$ cat src/rtl/div_module.sv
// -----------------------------------------------------------------------------
// div_module
//   Restoring shift-subtract divider: 5-bit unsigned dividend by 4-bit unsigned
//   divisor. A non-zero divisor produces its result five clock edges after the
//   start is accepted. A zero divisor produces a saturated quotient one edge
//   after acceptance.
//
// Ports
//   clk          single clock, rising edge
//   rst          asynchronous, active-high reset
//   start        request, sampled only while idle
//   dividend     5-bit unsigned dividend, captured with an accepted start
//   divisor      4-bit unsigned divisor, captured with an accepted start
//   quotient     registered 5-bit quotient (holds until the next completion)
//   remainder    registered 4-bit remainder (holds until the next completion)
//   busy         high while a division is in progress
//   done         one-cycle pulse, quotient/remainder/div_by_zero are valid
//   div_by_zero  registered flag for the last completed operation
// -----------------------------------------------------------------------------
module div_module (
  input  logic       clk,
  input  logic       rst,
  input  logic       start,
  input  logic [4:0] dividend,
  input  logic [3:0] divisor,
  output logic [4:0] quotient,
  output logic [3:0] remainder,
  output logic       busy,
  output logic       done,
  output logic       div_by_zero
);

  typedef enum logic [1:0] {
    IDLE = 2'd0,
    BUSY = 2'd1,
    ZERO = 2'd2
  } state_t;

  state_t     state, state_nxt;

  // dvd_sh is the captured dividend; it shifts left once per iteration so its
  // MSB is always the next dividend bit to bring into the partial remainder.
  logic [4:0] dvd_sh, dvd_sh_nxt;
  logic [3:0] dvs, dvs_nxt;
  logic [4:0] rem_p, rem_p_nxt;
  logic [4:0] quo_p, quo_p_nxt;
  logic [2:0] cnt, cnt_nxt;

  logic [4:0] quotient_nxt;
  logic [3:0] remainder_nxt;
  logic       busy_nxt;
  logic       done_nxt;
  logic       div_by_zero_nxt;

  logic [5:0] step;
  logic       step_qbit;
  logic [4:0] step_rem;

  // One restoring iteration: shift the partial remainder left, bring in the
  // next dividend bit and subtract the divisor when it fits. Returns
  // {quotient_bit, new_partial_remainder}. The partial remainder entering an
  // iteration is always below the divisor (<= 14), so its MSB is zero and the
  // bit shifted out carries no information; the compare guards the subtract,
  // so it can never underflow.
  function automatic logic [5:0] restore_step(input logic [4:0] rem,
                                              input logic       in_bit,
                                              input logic [3:0] dvs_in);
    logic [4:0] sh;
    logic [4:0] dvs_ext;
    sh      = {rem[3:0], in_bit};
    dvs_ext = {1'b0, dvs_in};
    if (sh >= dvs_ext) begin
      return {1'b1, sh - dvs_ext};
    end
    return {1'b0, sh};
  endfunction

  assign step      = restore_step(rem_p, dvd_sh[4], dvs);
  assign step_qbit = step[5];
  assign step_rem  = step[4:0];

  // ---------------------------------------------------------------------------
  // Next-state and next-output logic
  // ---------------------------------------------------------------------------
  always_comb begin
    state_nxt       = state;
    dvd_sh_nxt      = dvd_sh;
    dvs_nxt         = dvs;
    rem_p_nxt       = rem_p;
    quo_p_nxt       = quo_p;
    cnt_nxt         = cnt;
    quotient_nxt    = quotient;
    remainder_nxt   = remainder;
    busy_nxt        = busy;
    done_nxt        = 1'b0;
    div_by_zero_nxt = div_by_zero;

    unique case (state)
      IDLE: begin
        busy_nxt = 1'b0;
        if (start) begin
          dvd_sh_nxt      = dividend;
          dvs_nxt         = divisor;
          rem_p_nxt       = 5'd0;
          quo_p_nxt       = 5'd0;
          cnt_nxt         = 3'd0;
          div_by_zero_nxt = 1'b0;
          busy_nxt        = 1'b1;
          state_nxt       = (divisor == 4'd0) ? ZERO : BUSY;
        end
      end

      BUSY: begin
        dvd_sh_nxt = {dvd_sh[3:0], 1'b0};
        rem_p_nxt  = step_rem;
        quo_p_nxt  = {quo_p[3:0], step_qbit};
        cnt_nxt    = cnt + 3'd1;
        // The fifth iteration publishes straight from the step result so the
        // outputs only ever change on completion.
        if (cnt == 3'd4) begin
          quotient_nxt  = {quo_p[3:0], step_qbit};
          remainder_nxt = step_rem[3:0];
          done_nxt      = 1'b1;
          busy_nxt      = 1'b0;
          cnt_nxt       = 3'd0;
          state_nxt     = IDLE;
        end
      end

      ZERO: begin
        quotient_nxt    = 5'h1F;
        remainder_nxt   = dvd_sh[3:0];
        div_by_zero_nxt = 1'b1;
        done_nxt        = 1'b1;
        busy_nxt        = 1'b0;
        state_nxt       = IDLE;
      end

      default: begin
        busy_nxt  = 1'b0;
        state_nxt = IDLE;
      end
    endcase
  end

  // ---------------------------------------------------------------------------
  // State and result registers
  // ---------------------------------------------------------------------------
  always_ff @(posedge clk or posedge rst) begin
    if (rst) begin
      state       <= IDLE;
      dvd_sh      <= 5'd0;
      dvs         <= 4'd0;
      rem_p       <= 5'd0;
      quo_p       <= 5'd0;
      cnt         <= 3'd0;
      quotient    <= 5'd0;
      remainder   <= 4'd0;
      busy        <= 1'b0;
      done        <= 1'b0;
      div_by_zero <= 1'b0;
    end else begin
      state       <= state_nxt;
      dvd_sh      <= dvd_sh_nxt;
      dvs         <= dvs_nxt;
      rem_p       <= rem_p_nxt;
      quo_p       <= quo_p_nxt;
      cnt         <= cnt_nxt;
      quotient    <= quotient_nxt;
      remainder   <= remainder_nxt;
      busy        <= busy_nxt;
      done        <= done_nxt;
      div_by_zero <= div_by_zero_nxt;
    end
  end

endmodule
$ cat config.mk
export PLATFORM = sky130hd
export DESIGN_NAME = div_module
export DESIGN_NICKNAME = d
export VERILOG_FILES = /design/src/rtl/div_module.sv
export SDC_FILE = /design/constraint.sdc
export NUM_CORES = 1
export LEC_CHECK = 0
export BUFFER_PORTS_ARGS = -buffer_cell sky130_fd_sc_hd__buf_2
export CORE_MARGIN = 4
export CORE_UTILIZATION = 25
export CTS_CLUSTER_DIAMETER = 120
export DETAILED_ROUTE_END_ITERATION = 10
export SYNTH_ARGS = -nofsm -noshare
export SYNTH_HDL_FRONTEND = slang
export SYNTH_SLANG_ARGS = --single-unit
$ cat constraint.sdc
create_clock -name clk -period 2.81 [get_ports clk]
set_clock_uncertainty 0.2 [all_clocks]
set_input_delay 0.1405 -clock clk [delete_from_list [all_inputs] [get_ports clk]]
set_output_delay 0.1405 -clock clk [all_outputs]
set_load 0.005 [all_outputs]
==> metrics <==
status=completed; GRT Util Overall=9.861%; DR WL/cell=12.59 um; First-pass DRT Iterations=4; area occupied by multi-input gates=740.7 um2; starting DRC count in detailed routing=56; Max Freq=483.8 MHz; detailed-route via count=1,268; Tmin final=2067 ps; Worst Max-Slew Pin Slew=704.4 ps; WS Path Type=reg -> reg; CP Launch Type=flop; Pwr Density=948.7 mW/mm2; largest fanout on the critical path=10; Worst Path Required=2780 ps; Clock power frac=19.0%; top_reg_cell synth=dfrtp_1; clock-pin slew on the worst setup and hold paths=70 ps; setup bufs post-CTS=0; Seq pwr share=38.4%; worst slack, placed=757.0 ps; core region area=0.006386 mm2; Initial Utilization=26.04%; final-stage net count=225; Post-synth ARST share=100.0%; Buffers & Inverters on Critical Path=2; Netlist cell types=31; # diodes=0; TritonCTS Buffers=5; Pint=1.229 mW; Synth Warn #=0; DRC Markers=0; Die Ht=89.56 um; slowest CP cell=or3_1; TritonCTS sink count=34; Post-CTS Resized=0; Mapped Nets=186; Sw Ratio=37.51%; Max Cap Viol=0; synthesized cell area=0.001663 mm2; Crit path depth=6; worst ir drop on vdd=0.3525 mV; Arrival @ worst endpoint=2040 ps; Post-synth top cells=dfrtp_1, nand2_1, o21ai_0; sequential area share after synthesis=51.17%; Worst Hold Class=in -> reg; Mapped Cells=164; RSZ-0062 raised after global routing=false; initial antenna violation count=0; Syn Area/Cell=10.14 um2; crit end category=flop; Worst slew margin=52.99%; count of final hold-check violations=0; clock latency on the worst-skew pair=280 ps; largest cells by area after synthesis=dfrtp_1, ha_1, nand2_1, o21ai_0, mux2i_1; routed vias/inst=4.512; Layout area overhead=24.68%; crit-path leading delay family=simple AND/OR/NAND/NOR gates; IO buf count=23; Final Slew Violations=0; hold path start=start; CTS Buffer Depth=2; post-route clock period utilization=73.55%; share of the synthesized area in the top cell type=51.17%; wire length on met2=1481 um; Setup TNS=0 ps; Logic pwr share=42.6%; first-pass GRT wire length=6099 um; static leakage=1.009 nW; Worst R2R Path Depth=6; root buf cell=clkbuf_8; FF/Latch Area=850.8 um2; largest net degree at the start of global routing=19; highest layer used for signal routing=met4; Worst Setup SP=state[1]$_DFFE_PP0P_; Detailed Place HPWL=2643 um; DIE WIDTH=89.56 um; io pins=24; CTS tree=done; die footprint=0.008020 mm2; leading area contributor after synthesis=dfrtp_1; slack of the critical path=743.2 ps; post-route ant nets=0; WL met1=1848 um; crit-path max cell delay=500 ps; R2R Path Start=state[1]$_DFFE_PP0P_; vias in the first global route=1,261; Synth Register Bits=34; r2r endpoint=quotient[0]$_DFFE_PP0P_; reg2reg setup slack=740 ps; CP endpoint=quotient[0]$_DFFE_PP0P_; sw power=0.7378 mW; EDFF count, synth=0; fillers=650; layout cells sized above 1=21.08%; # rows=29; worst path cell trace=inv_1, ha_1, inv_1, or3_1, nor2b_1, a21oi_1; # setup viols final=0; most numerous cell in the Yosys netlist=dfrtp_1; GPL Wtd Cong=0.7802; H-tree Lvls=2; Top cell by count, worst path=inv_1; wirelength, routed=3537 um; met3 WL=176 um; grt ovf=0
-- worst min path at each step --
stage | to | slack (ps) | depth (start not counted)
CTS | div_by_zero$_DFFE_PP0P_ | 140 | 4
global placement | remainder[3]$_DFFE_PP0P_ | 80 | 2
floorplan | busy$_DFFE_PP0P_ | 80 | 1
global route | state[0]$_DFFE_PP0P_ | 180 | 3
finish | div_by_zero$_DFFE_PP0P_ | 130 | 4
detailed placement | quotient[1]$_DFFE_PP0P_ | 80 | 2
-- layout by cell type, fill, tap and decap left out, drive strengths merged --
master	netlist	routed
a21o	2	2
a21oi	5	5
a221o	1	1
a22o	5	5
a31o	1	1
and2	2	2
buf	3	27
clkbuf	2	7
clkinv	0	1
dfrtp	34	34
dlygate4sd3	0	10
fa	1	1
ha	9	9
inv	13	13
mux2	5	5
mux2i	6	6
nand2	29	29
nand2b	2	2
nand4	1	1
nor2	12	12
nor2b	1	1
nor3	2	2
nor4	1	1
o21a	1	1
o21ai	19	19
o221ai	4	4
o31ai	1	1
or3	1	1
xor2	1	1
-- final cells by class --
| cell class | instances | share of cell area (%) |
|---|---|---|
| sequential | 34 | 41.04 |
| clock inverter | 1 | 0.2414 |
| tap | 77 | 4.647 |
| multi-input combinational | 112 | 35.73 |
| inverter | 13 | 2.354 |
| timing repair buffer | 37 | 11.83 |
| clock buffer | 7 | 4.164 |
-- registers in the layout (all words and copies together) (netlist names), 2 cells and up --
name and cells:
dvd_sh 5, quotient 5, dvs 4, quo_p 4, rem_p 4, remainder 4
cnt 3, state 2
-- per-stage QoR --
step	utilization, %	instance area [um2]	std cells	hold slack [ps]	power (mW)
global route	32.46	2073	281	182.0	2.147
CTS	32.46	2073	281	135.3	1.991
global placement	29.47	1882	263	79.31	1.580
floorplan	-	1663	164	82.10	1.349
finish	32.46	2073	281	129.8	1.967
detailed placement	29.47	1882	263	83.59	1.601
-- worst reg2reg max path: cells and delay by family (launching register included) --
kind	cells	cell delay [ps]
AND/OR/NAND/NOR	2	660
AO/OA/AOI/OAI	1	50
buffers and inverters	2	250
adder cells (fa/ha/maj)	1	390
flip-flops	1	400
-- cells by family (layout without fill, tap and decap cells) --
family	after synthesis	count (layout)	share of synthesized area (%)
buf+inv	18	58	4.289
fa+ha+maj	10	10	7.976
mux	11	11	6.998
simple gates	51	51	13.02
flops	34	34	51.17
xor+xnor	1	1	0.5268
compound gates	39	39	16.03
-- routing by layer --
layer	GRT usage, %	vias to the layer above
li1	-	638
met1	14.06	597
met2	14.63	27
met3	2.581	6
met4	2.842	0
met5	0	-
-- power by group through the flow --
stage	clock, mW	combinational [mW]	sequential [mW]
6_report	0.373	0.838	0.756
5_1_grt	0.410	0.960	0.777
4_1_cts	0.384	0.850	0.757
3_5_place_dp	0	0.836	0.766
3_3_place_gp	0	0.818	0.762
2_1_floorplan	0	0.609	0.740
-- what timing repair did --
| item | in CTS | in global routing |
|---|---|---|
| setup endpoints to repair | 0 | 0 |
| hold buffers | 10 | 0 |
| hold endpoints to repair | 26 | 0 |
(Power assumes the default switching activity.)
